===== src/rtl/spi_peripheral.sv =====
// SPI responder (target side). Pins are oversampled in the clock domain.
// 8-bit frames are shifted MSB-first. Local logic sees a one-entry
// valid/ready transmit buffer and a one-cycle received-byte strobe.
module spi_peripheral #(
    parameter bit         CPOL      = 1'b0,
    parameter bit         CPHA      = 1'b0,
    parameter logic [7:0] IDLE_BYTE = 8'hFF
) (
    input  logic       clock,
    input  logic       reset,
    input  logic       sclk,
    input  logic       cs,
    input  logic       pico,
    output logic       poci,
    output logic       poci_oe,
    input  logic [7:0] tx_data,
    input  logic       tx_valid,
    output logic       tx_ready,
    output logic [7:0] rx_data,
    output logic       rx_valid,
    output logic       tx_underrun
);

    localparam logic [1:0] ST_IDLE  = 2'd0;
    localparam logic [1:0] ST_LOAD  = 2'd1;
    localparam logic [1:0] ST_SHIFT = 2'd2;

    // Bits [0] and [1] form the synchronizer; bit [2] is the delayed copy
    // that stage 2 is compared against for edge detection.
    logic [2:0] sclk_q;
    logic [2:0] cs_q;
    logic [1:0] pico_q;

    logic       sclk_rise, sclk_fall, lead_edge, trail_edge;
    logic       sample_edge, shift_edge;
    logic       cs_fall, cs_rise;

    logic [1:0] state;
    logic       buf_full;
    logic [7:0] buf_data;
    logic [7:0] load_byte;
    logic [7:0] tx_shift;
    logic [7:0] rx_shift;
    logic [2:0] bit_cnt;
    logic       rx_done;
    logic       first;

    // Synchronize the asynchronous pins and keep one extra stage for edges.
    always_ff @(posedge clock) begin
        if (!reset) begin
            sclk_q <= {3{CPOL}};
            cs_q   <= 3'b111;
            pico_q <= 2'b00;
        end else begin
            sclk_q <= {sclk_q[1:0], sclk};
            cs_q   <= {cs_q[1:0], cs};
            pico_q <= {pico_q[0], pico};
        end
    end

    assign sclk_rise   =  sclk_q[1] & ~sclk_q[2];
    assign sclk_fall   = ~sclk_q[1] &  sclk_q[2];
    assign lead_edge   = CPOL ? sclk_fall : sclk_rise;
    assign trail_edge  = CPOL ? sclk_rise : sclk_fall;
    assign sample_edge = CPHA ? trail_edge : lead_edge;
    assign shift_edge  = CPHA ? lead_edge : trail_edge;
    assign cs_fall     = ~cs_q[1] &  cs_q[2];
    assign cs_rise     =  cs_q[1] & ~cs_q[2];

    assign tx_ready  = !buf_full;
    assign load_byte = buf_full ? buf_data : IDLE_BYTE;

    // Frame FSM, transmit buffer and shift registers.
    always_ff @(posedge clock) begin
        if (!reset) begin
            state       <= ST_IDLE;
            buf_full    <= 1'b0;
            buf_data    <= 8'h00;
            tx_shift    <= 8'h00;
            rx_shift    <= 8'h00;
            bit_cnt     <= 3'd0;
            rx_done     <= 1'b0;
            first       <= 1'b0;
            rx_data     <= 8'h00;
            rx_valid    <= 1'b0;
            tx_underrun <= 1'b0;
            poci        <= 1'b1;
            poci_oe     <= 1'b0;
        end else begin
            rx_valid    <= rx_done;
            rx_done     <= 1'b0;
            tx_underrun <= 1'b0;
            if (rx_done)
                rx_data <= rx_shift;

            // The load looks at the buffer as it stood at the start of the
            // cycle, so a byte accepted during LOAD waits for the next load.
            if (tx_valid && !buf_full) begin
                buf_full <= 1'b1;
                buf_data <= tx_data;
            end else if (state == ST_LOAD && buf_full) begin
                buf_full <= 1'b0;
            end

            case (state)
                ST_IDLE: begin
                    poci_oe <= 1'b0;
                    if (cs_fall) begin
                        state <= ST_LOAD;
                        first <= 1'b1;
                    end
                end
                ST_LOAD: begin
                    tx_shift    <= load_byte;
                    tx_underrun <= !buf_full;
                    bit_cnt     <= 3'd0;
                    poci_oe     <= 1'b1;
                    first       <= 1'b0;
                    state       <= ST_SHIFT;
                    // Back-to-back CPHA=0 bytes wait for the trailing edge.
                    if (!CPHA && first)
                        poci <= load_byte[7];
                end
                ST_SHIFT: begin
                    if (sample_edge) begin
                        rx_shift <= {rx_shift[6:0], pico_q[1]};
                        bit_cnt  <= bit_cnt + 3'd1;
                        if (bit_cnt == 3'd7) begin
                            rx_done <= 1'b1;
                            state   <= ST_LOAD;
                        end
                    end
                    // The first shift edge of a byte presents its MSB.
                    if (shift_edge) begin
                        if (bit_cnt == 3'd0) begin
                            poci <= tx_shift[7];
                        end else begin
                            tx_shift <= {tx_shift[6:0], 1'b0};
                            poci     <= tx_shift[6];
                        end
                    end
                end
                default: state <= ST_IDLE;
            endcase

            // Deselect aborts any frame; a byte finishing this cycle still
            // completes because rx_done is already set above.
            if (cs_rise && state != ST_IDLE) begin
                state   <= ST_IDLE;
                poci_oe <= 1'b0;
            end
        end
    end

endmodule


===== config.mk =====
export PLATFORM = sky130hd
export DESIGN_NAME = spi_peripheral
export DESIGN_NICKNAME = d
export VERILOG_FILES = /design/src/rtl/spi_peripheral.sv
export SDC_FILE = /design/constraint.sdc
export NUM_CORES = 1
export LEC_CHECK = 0
export ABC_AREA = 1
export CORE_ASPECT_RATIO = 2
export CORE_MARGIN = 2
export CORE_UTILIZATION = 30
export DETAILED_ROUTE_END_ITERATION = 7
export SYNTH_ARGS = -nofsm -noshare
export SYNTH_HDL_FRONTEND = slang
export SYNTH_SLANG_ARGS = --single-unit

===== constraint.sdc =====
create_clock -name clock -period 1.7 [get_ports clock]
set_clock_uncertainty 0.1 [all_clocks]
set_input_delay 0.255 -clock clock [delete_from_list [all_inputs] [get_ports clock]]
set_output_delay 0.255 -clock clock [all_outputs]
set_load 0.02 [all_outputs]

==> impl_metrics.tcl <==
set metrics [dict create \
    cp_data_arrival_time_ns 1.25 \
    cts_tree "built" \
    ys_top_cells_by_area "dfxtp_1 52%, nor2_1 13%, o21ai_0 9.7%, nand2_1 7.6%, inv_1 5.0%" \
    layout-drive-gt1-share 0.07516 \
    syn_inst 274 \
    max_freq_mhz 623.5 \
    antenna_found_initial 0 \
    initial_core_util 0.3074 \
    htree_levels 2 \
    cts_buffers 5 \
    finalHoldViolCount 0 \
    cts-root-buf "clkbuf_16" \
    crit_fanout 2 \
    setup_viol 0 \
    routed_via_density 4.439 \
    grt_max_degree 42 \
    hold-worst-slack_ns 0.3100 \
    path_buf_inv 1 \
    critPathKind "register to output port" \
    synth_top_area_cell "dfxtp_1" \
    die-area_sq_mm 0.007444 \
    fin_nets 322 \
    cp_cell_sequence "clkdlybuf4s50_1" \
    relSlewSlack 0.7589 \
    crit_path_max_incr_delay_ns 0.61 \
    synth_top_area_share 0.5155 \
    drtPass1Iterations 4 \
    finalSetupTns_ns 0 \
    start_kind "register" \
    io_buffers 26 \
    syn-num-nets 291 \
    yosysMostFrequentCell "nor2_1" \
    synth.cell_area_sq_mm 0.002019 \
    grt_overflow 0 \
    hold_path_class "register to register" \
    antenna_left 0 \
    power_density_mw_per_mm2 974.9 \
    synth-main-ff-cell "dfxtp_1" \
    clock_latency_ns 0.29 \
    design_power_total_mw 2.493 \
    ys_seq_elements 52 \
    fin_crit_sh 0.9435 \
    drc_errors 0 \
    synth_edf_count 0 \
    wl_per_cell_um 11.35 \
    dp_hpwl_mm 3.206 \
    ir_worst_vdd_v 0.0006449 \
    cts_setup_buffers 0 \
    cts.sinks 52 \
    fp.coreArea_sq_mm 0.006569 \
    grt_pass1_vias 1653 \
    placed_area_sq_mm 0.002412 \
    ys_warn_count 0 \
    cts_resized 1 \
    end_kind "output port" \
    critPathSlowestCell "clkdlybuf4s50_1" \
    drt_wl_total_mm 4.472 \
    gp_congestion 0.7887 \
    rsz0062_at_grt "false" \
    slew_violations 0 \
    final_core_util 0.3893 \
    cp_top_family "buffers and inverters" \
    io-pin-count 27 \
    grt_usage 0.1359 \
    worstMarginPinSlew_ns 0.3578 \
    synth_cell_type_count 21 \
    grt_pass1_wl_mm 7.403 \
    async_flop_share 0 \
    avgSynthCellArea_sq_um 7.370 \
    drv_cap 0 \
    power_leakage_nw 1.166 \
    status "complete, no violations" \
    clockBufferDepth 2 \
    die_w_um 62.02 \
    required_ns 1.34 \
    drt_iter0_markers 77 \
    rows 42 \
    num_antenna_cells 0 \
    fin_area_sq_mm 0.002557 \
    cts-hold-fix-buffers 0 \
    clk_pin_slew_worst_paths_ns 0.07 \
    syn_to_final_growth_pct 26.64 \
    ys_seq_area_frac 0.5155 \
    chipHeight_um 120.0 \
    vias 1749 \
    min_period_ns 1.604 \
    synthTopCellsByCount "70 x nor2_1, 52 x dfxtp_1, 41 x nand2_1, 39 x o21ai_0, 27 x inv_1" \
]
[final timing paths]
kind                            startpoint          end  slack, ns  cells after the start
worst max-delay path                  poci         poci        0.1                      1
worst min-delay path             pico_q[0]    pico_q[1]       0.31                      2
worst max register to register  bit_cnt[0]  tx_shift[2]       0.27                      8
worst min register to register   pico_q[0]    pico_q[1]       0.31                      2
[worst register-to-register path, cell delays in order, from the launching register on]
cell	delay [ns]
dfxtp_1	0.35
inv_1	0.06
ha_1	0.19
nand2_1	0.13
inv_1	0.07
nand2_1	0.07
nand3_2	0.15
nor2_1	0.15
nor2_1	0.06
[state kept, by name (all words and copies together), names as in the netlist]
signal,count
state,2
pico_q,2
bit_cnt,3
tx_shift,8
poci_oe,1
poci,1
cs_q,3
buf_full,1
rx_shift,8
rx_data,8
first,1
rx_valid,1
sclk_q,3
tx_underrun,1
rx_done,1
buf_data,8
[per-layer routing]
layer | vias to the layer above | GRT usage | routed length [um] | share of wire
li1 | 916 | - | - | -
met5 | - | 0 | 0 | 0
met3 | 11 | 0.03556 | 143 | 0.032
met1 | 796 | 0.1468 | 1804 | 0.40
met2 | 26 | 0.2233 | 2368 | 0.53
met4 | 0 | 0.08112 | 156 | 0.035
[per-stage QoR]
stage	setup slack (ns)	instances
global route	0.03884	394
detailed placement	0.08498	386
CTS	0.07468	394
finish	0.09603	394
global placement	0.1133	386
floorplan	0.4355	274
[report_power, final]
part / total (mW) / internal (mW) / switching (mW)
Sequential: 1.28 / 1.26 / 0.0192
Clock: 1.02 / 0.588 / 0.434
Combinational: 0.194 / 0.0851 / 0.109
Total: 2.49 / 1.93 / 0.562
[logic make-up after synthesis]
group / synth area share
adder cells (fa/ha/maj): 0.01859
buffers and inverters: 0.07682
AO/OA/AOI/OAI: 0.1196
AND/OR/NAND/NOR: 0.2695
flip-flops: 0.5155
[final cells by class]
type                            instances  area [sq um]
Sequential cell                        52          1041
Timing Repair Buffer                   33         324.1
Inverter                               30         112.6
Clock buffer                            8         146.4
Fill cell                             712          4011
Tap cell                               88         110.1
Multi-Input combinational cell        183         823.3
[cells in the final DEF (no fill, tap or decap), drive strengths merged]
cell type / instances
o22ai: 1
nand2: 42
o21ai: 40
clkinv: 1
dlygate4sd2: 1
inv: 29
clkbuf: 8
dfxtp: 52
a21oi: 7
nor2: 72
clkdlybuf4s50: 25
nand3: 14
or2: 3
ha: 3
buf: 7
nor3: 1
Power figures use the tool's default switching activity.
